===== src/rtl/load_sequencer.sv =====
// Header/payload packet sequencer feeding dataload: buffers payload words in a
// small FIFO and replays them as load strobes. Optional macro: LOAD_SEQ_HDR_CHECK_EN.
module load_sequencer #(
  parameter int unsigned FIFO_DEPTH = 4,
  parameter int unsigned LEN_W      = 16
) (
  input  logic        clk,
  input  logic        rst_n,
  input  logic [31:0] host_data_i,
  input  logic        host_valid_i,
  output logic        host_ready_o,
  input  logic        stall_i,
  output logic [31:0] data_o,
  output logic        load_en_o,
  output logic        load_type_o,
  output logic        load_done_o,
  output logic        err_o
);

  localparam int unsigned    PTR_W    = (FIFO_DEPTH > 1) ? $clog2(FIFO_DEPTH) : 1;
  localparam logic [PTR_W:0] FULL_CNT = (PTR_W + 1)'(FIFO_DEPTH);

  typedef enum logic {
    S_HDR,
    S_PAY
  } state_e;

  typedef struct packed {
    logic        last;
    logic        typ;
    logic [31:0] word;
  } entry_t;

  state_e           state_q;
  logic [LEN_W-1:0] rem_q;
  logic             type_q;

  entry_t           fifo_mem [FIFO_DEPTH];
  logic [PTR_W-1:0] wr_ptr_q;
  logic [PTR_W-1:0] rd_ptr_q;
  logic [PTR_W:0]   count_q;
  logic [PTR_W:0]   count_d;

  logic [31:0]      data_q;
  logic             load_en_q;
  logic             load_type_q;
  logic             load_done_q;

  logic             fifo_full;
  logic             fifo_empty;
  logic             host_hs;
  logic             hdr_hs;
  logic             push;
  logic             pop;
  logic [LEN_W-1:0] hdr_len;
  logic             hdr_zero;
  logic             hdr_bad;
  entry_t           push_entry;
  entry_t           pop_entry;

  // Ready looks only at current occupancy, so a same-cycle pop never frees a slot early.
  assign fifo_full    = (count_q == FULL_CNT);
  assign fifo_empty   = (count_q == '0);
  assign host_ready_o = (state_q == S_HDR) || !fifo_full;

  assign host_hs  = host_valid_i && host_ready_o;
  assign hdr_hs   = host_hs && (state_q == S_HDR);
  assign push     = host_hs && (state_q == S_PAY);
  assign pop      = !fifo_empty && !stall_i;
  assign hdr_len  = host_data_i[LEN_W-1:0];
  assign hdr_zero = (hdr_len == '0);

`ifdef LOAD_SEQ_HDR_CHECK_EN
  assign hdr_bad = |host_data_i[30:LEN_W];
`else
  logic unused_rsvd;
  assign hdr_bad     = 1'b0;
  assign unused_rsvd = ^host_data_i[30:LEN_W];
`endif

  always_comb begin
    push_entry      = '0;
    push_entry.last = (rem_q == LEN_W'(1));
    push_entry.typ  = type_q;
    push_entry.word = host_data_i;
  end

  assign pop_entry = fifo_mem[rd_ptr_q];

  always_comb begin
    count_d = count_q;
    case ({push, pop})
      2'b10:   count_d = count_q + (PTR_W + 1)'(1);
      2'b01:   count_d = count_q - (PTR_W + 1)'(1);
      default: count_d = count_q;
    endcase
  end

  // NOTE: sequential state uses non-blocking assignments so every register
  // samples pre-edge values regardless of block ordering.
  always_ff @(posedge clk or negedge rst_n) begin
    if (!rst_n) begin
      state_q <= S_HDR;
      rem_q   <= '0;
      type_q  <= 1'b0;
    end else begin
      case (state_q)
        S_HDR: begin
          if (hdr_hs && !hdr_bad && !hdr_zero) begin
            state_q <= S_PAY;
            rem_q   <= hdr_len;
            type_q  <= host_data_i[31];
          end
        end
        S_PAY: begin
          if (push) begin
            rem_q <= rem_q - LEN_W'(1);
            if (rem_q == LEN_W'(1)) begin
              state_q <= S_HDR;
            end
          end
        end
        default: state_q <= S_HDR;
      endcase
    end
  end

  always_ff @(posedge clk or negedge rst_n) begin
    if (!rst_n) begin
      wr_ptr_q <= '0;
      rd_ptr_q <= '0;
      count_q  <= '0;
    end else begin
      if (push) begin
        wr_ptr_q <= wr_ptr_q + PTR_W'(1);
      end
      if (pop) begin
        rd_ptr_q <= rd_ptr_q + PTR_W'(1);
      end
      count_q <= count_d;
    end
  end

  // NOTE: storage is deliberately not reset; the occupancy count alone decides
  // which entries are valid, so stale contents are never read.
  always_ff @(posedge clk) begin
    if (push) begin
      fifo_mem[wr_ptr_q] <= push_entry;
    end
  end

  // A zero-length header completes immediately with a bare done pulse.
  always_ff @(posedge clk or negedge rst_n) begin
    if (!rst_n) begin
      data_q      <= '0;
      load_en_q   <= 1'b0;
      load_type_q <= 1'b0;
      load_done_q <= 1'b0;
    end else begin
      load_en_q   <= pop;
      load_done_q <= (pop && pop_entry.last) || (hdr_hs && hdr_zero && !hdr_bad);
      if (pop) begin
        data_q      <= pop_entry.word;
        load_type_q <= pop_entry.typ;
      end
    end
  end

`ifdef LOAD_SEQ_HDR_CHECK_EN
  logic err_q;

  always_ff @(posedge clk or negedge rst_n) begin
    if (!rst_n) begin
      err_q <= 1'b0;
    end else begin
      err_q <= hdr_hs && hdr_bad;
    end
  end

  assign err_o = err_q;
`else
  assign err_o = 1'b0;
`endif

  assign data_o      = data_q;
  assign load_en_o   = load_en_q;
  assign load_type_o = load_type_q;
  assign load_done_o = load_done_q;

endmodule


===== config.mk =====
export PLATFORM = sky130hd
export DESIGN_NAME = load_sequencer
export DESIGN_NICKNAME = d
export VERILOG_FILES = /design/src/rtl/load_sequencer.sv
export SDC_FILE = /design/constraint.sdc
export NUM_CORES = 1
export LEC_CHECK = 0
export ABC_CLOCK_PERIOD_IN_PS = 3110
export CAP_MARGIN = 40
export CORE_MARGIN = 1.5
export CORE_UTILIZATION = 55
export CTS_CLUSTER_DIAMETER = 150
export DETAILED_ROUTE_END_ITERATION = 8
export MAX_ROUTING_LAYER = met4
export PLACE_DENSITY = 0.82
export SYNTH_ARGS = -nofsm -noshare
export SYNTH_HDL_FRONTEND = slang
export SYNTH_SLANG_ARGS = --single-unit

===== constraint.sdc =====
create_clock -name clk -period 3.11 [get_ports clk]
set_input_delay 0.933 -clock clk [delete_from_list [all_inputs] [get_ports clk]]
set_output_delay 0.933 -clock clk [all_outputs]
set_load 0.03 [all_outputs]

==> summary.txt <==
Clocking
  • Worst-Skew Late Latency: ~430 ps
  • CTS tree: built
  • Clock sinks: 196
  • CTS H-tree lvls: 4
  • Root Buffer: clkbuf_16
  • Num CTS Buffers: 17
  • Reg clk slew, reported paths: approximately 70 ps
  • Hold buffers post-CTS: 0
  • CTS Buffer Depth: 2
  • Setup bufs post-CTS: 0

Worst setup path
  • Worst path arrival time: 1780 ps
  • CP delay by family, top: simple AND/OR/NAND/NOR gates
  • Stages on worst setup path: 3
  • CP startpoint kind: flip-flop
  • Kind of critical path: reg -> out
  • CP max stage delay: roughly 420 ps
  • Worst reg2reg endpoint: count_q[2]
  • CP Cell Sequence: or3b_1, or2_2, dlymetal6s2s_1
  • R2r worst-path depth: 10
  • Worst reg-to-reg setup slack: about 700 ps
  • Crit. End Element: output port
  • Crit Path Max Fanout: 4
  • R2R Path Start: count_q[1]
  • WP buf/inv: 1
  • WP data required: between 2000 and 2500 ps
  • Slowest cell on crit path: or3b_1

Timing
  • Setup TNS: 0 ps
  • Clock skew: approximately 11 ps
  • Hold_ws: approximately 450 ps
  • RSZ-0062 raised after global routing: no
  • Final Hold Vio Count: 0
  • F_max: 369 MHz
  • Worst Max-Slew Pin Slew: between 600 and 700 ps
  • Slew HR: 55.0%
  • Max Slew Vio Count: 0
  • Minimum clock period: roughly 2700 ps
  • Setup violations, final: 0
  • Crit share post-route: around 87%

Place
  • GPL Wtd Cong: 0.856
  • Port buffer count: between 70 and 80
  • DPL Wire Length: 10.2 mm
  • Placed instance area: about 9000 um^2
  • Cell count after placement: just over 700

Final layout
  • Post-Layout Cell Count: approximately 740
  • Layout cell share with drive strength beyond 1: 27.7%
  • # nets final: a little under 600
  • Cell area after layout: a little under 10000 um^2
  • Area growth from synthesis to layout: 21.9%

Logic synthesis
  • Yosys Warn Count: 0
  • EDFF count, synth: between 100 and 150
  • Synth top area share: 51.5%
  • Synth area leader: edfxtp_1
  • Mapped Avg Cell Area: roughly 18 um^2
  • Sequential-to-total area share from yosys stat: 70.4%
  • Synth Register Bits: ~200
  • Synthesized net count: 486
  • Post-synth top flop: edfxtp_1
  • Synthesized area: 7940 um^2
  • Synth area leaders: edfxtp_1, dfrtp_1, mux4_2
  • Synth async-reset ratio: 30.6%
  • Unique masters post-synth: 59
  • Post-Synthesis Cells: between 400 and 500

Flow run
  • MaxCap Viol Count: 0

Drt
  • Wire length per cell: ~21 um
  • Via count: ~4400
  • Final ANT Viol Nets: 0
  • DR pass1 iterations: 5
  • Vias per cell: a little under 6
  • Routed wire length: about 16 mm
  • DRC Markers: 0
  • Starting DRC count in detailed routing: 360

Status
  • Outcome: finished, final reports clean

Pwr
  • Tot Pwr: between 9 and 10 mW
  • VDD IR max: between 400 and 500 uV
  • Power density cells: 991 nW/um^2
  • Leakage: around 3.5 nW

Die
  • Die ar.: roughly 15000 um^2
  • Num rows: 43
  • Core area: around 14000 um^2
  • Die width: between 100 and 150 um
  • Die height: between 100 and 150 um
  • Initial Utilization: a little under three fifths
  • Ports: 73

Global routing
  • Initial antenna violation count: 1
  • First-pass GRT wire length: 24.7 mm
  • Vias in the first global route: ~4500
  • GRT Total Usage: approximately a quarter
  • Pin count of the biggest net entering global routing: 38
  • Gr ovfl total: 0

Worst hold path
  • Hold Crit Class: in -> async
## cells in the mapped netlist (5+ instances only)
| library cell | count |
|---|---|
| nor2_1 | 9 |
| nand2_1 | 13 |
| nand3_1 | 6 |
| nand4_1 | 7 |
| buf_2 | 11 |
| mux2_2 | 33 |
| ha_1 | 7 |
| dfrtp_1 | 60 |
| nor3_1 | 7 |
| clkbuf_1 | 8 |
| mux4_2 | 34 |
| mux2i_1 | 5 |
| o21ai_0 | 9 |
| edfxtp_1 | 136 |
| inv_1 | 11 |
| nor4_1 | 9 |
## sequential cells by signal (all words and copies together) (netlist names)
name and cells:
load_done_o 1, wr_ptr_q 2, rd_ptr_q 2, count_q 3, rem_q 16, type_q 1, data_o 32, state_q 1
load_type_o 1, fifo_mem 136, load_en_o 1
## how the worst max path moves through the flow
stage,from,to,slack (ps)
floorplan,host_valid_i,count_q[2],360
global placement,host_data_i[14],rem_q[6],190
detailed placement,host_data_i[14],rem_q[6],140
CTS,count_q[1],host_ready_o,10
global route,count_q[1],host_ready_o,320
finish,count_q[1],host_ready_o,400
## cell type report
class                           count  area [um^2]
Fill cell                         949         4320
Sequential cell                   196         5590
Clock inverter                     15          181
Antenna cell                        1         2.50
Inverter                           12         47.5
Clock buffer                       17          425
Timing Repair Buffer              107         1030
Tap cell                          180          225
Multi-Input combinational cell    209         2170
## power by group
part / internal [mW] / leakage, nW / total, mW / switching [mW]
clock network: 1.27 / 0.284 / 2.22 / 0.949
registers: 3.58 / 1.96 / 4.02 / 0.445
logic: 1.61 / 1.21 / 3.34 / 1.73
## metrics by stage
step	util [%]	setup slack, ps
after floorplan	-	358
after global placement	64.8	187
after detailed placement	64.8	141
after CTS	69.1	12.7
after global routing	69.1	318
final	69.1	398
## cells in the final DEF, fill, tap and decap left out, types with 2 or more instances in the layout
cell type | Yosys | layout
mux2_2 | 33 | 33
clkinv_4 | 0 | 2
ha_1 | 7 | 7
a21o_1 | 2 | 2
a221oi_1 | 3 | 3
dfrtp_1 | 60 | 59
a211oi_1 | 4 | 4
inv_8 | 0 | 2
nor2_1 | 9 | 8
o21ai_0 | 9 | 9
and2_1 | 2 | 2
clkbuf_16 | 0 | 17
buf_12 | 0 | 4
clkdlybuf4s50_1 | 0 | 69
mux2i_1 | 5 | 5
nand2_1 | 13 | 13
edfxtp_1 | 136 | 136
bufinv_16 | 0 | 3
a21oi_1 | 4 | 4
nor3_2 | 3 | 3
nand4_1 | 7 | 7
nand3_1 | 6 | 6
o2bb2ai_1 | 2 | 2
mux4_2 | 34 | 34
nand2b_1 | 3 | 3
a22oi_1 | 2 | 2
o22ai_1 | 2 | 2
or3_1 | 3 | 3
or2_2 | 2 | 2
inv_1 | 11 | 11
nor4_1 | 9 | 9
buf_4 | 3 | 32
xor2_1 | 3 | 3
and3_2 | 0 | 4
nor3_1 | 7 | 7
mux2_1 | 2 | 2
xnor2_1 | 4 | 4
clkinvlp_4 | 0 | 4
o31ai_1 | 2 | 2
clkinv_1 | 0 | 2
## kinds of logic after synthesis
logic type / count (synthesis) / synth area share, %
xor+xnor: 7 / 0.773
buf+inv: 37 / 2.38
fa+ha+maj: 8 / 1.36
mux: 74 / 15.2
simple gates: 77 / 5.76
flops: 196 / 70.4
compound gates: 42 / 4.05
other cells: 1 / 0.0473
## layer usage
metal	part of all wire [%]	GRT usage (%)	wire length, um
met1	44	31.4	6960
met2	49	36.9	7750
met3	5.5	4.61	870
met4	1.5	7.69	230
met5	0	-	0
## repair_timing
action	CTS	global route
resized for setup	0	1
setup endpoints to repair	0	1
hold endpoints to repair	0	0
Power figures use the tool's default switching activity.
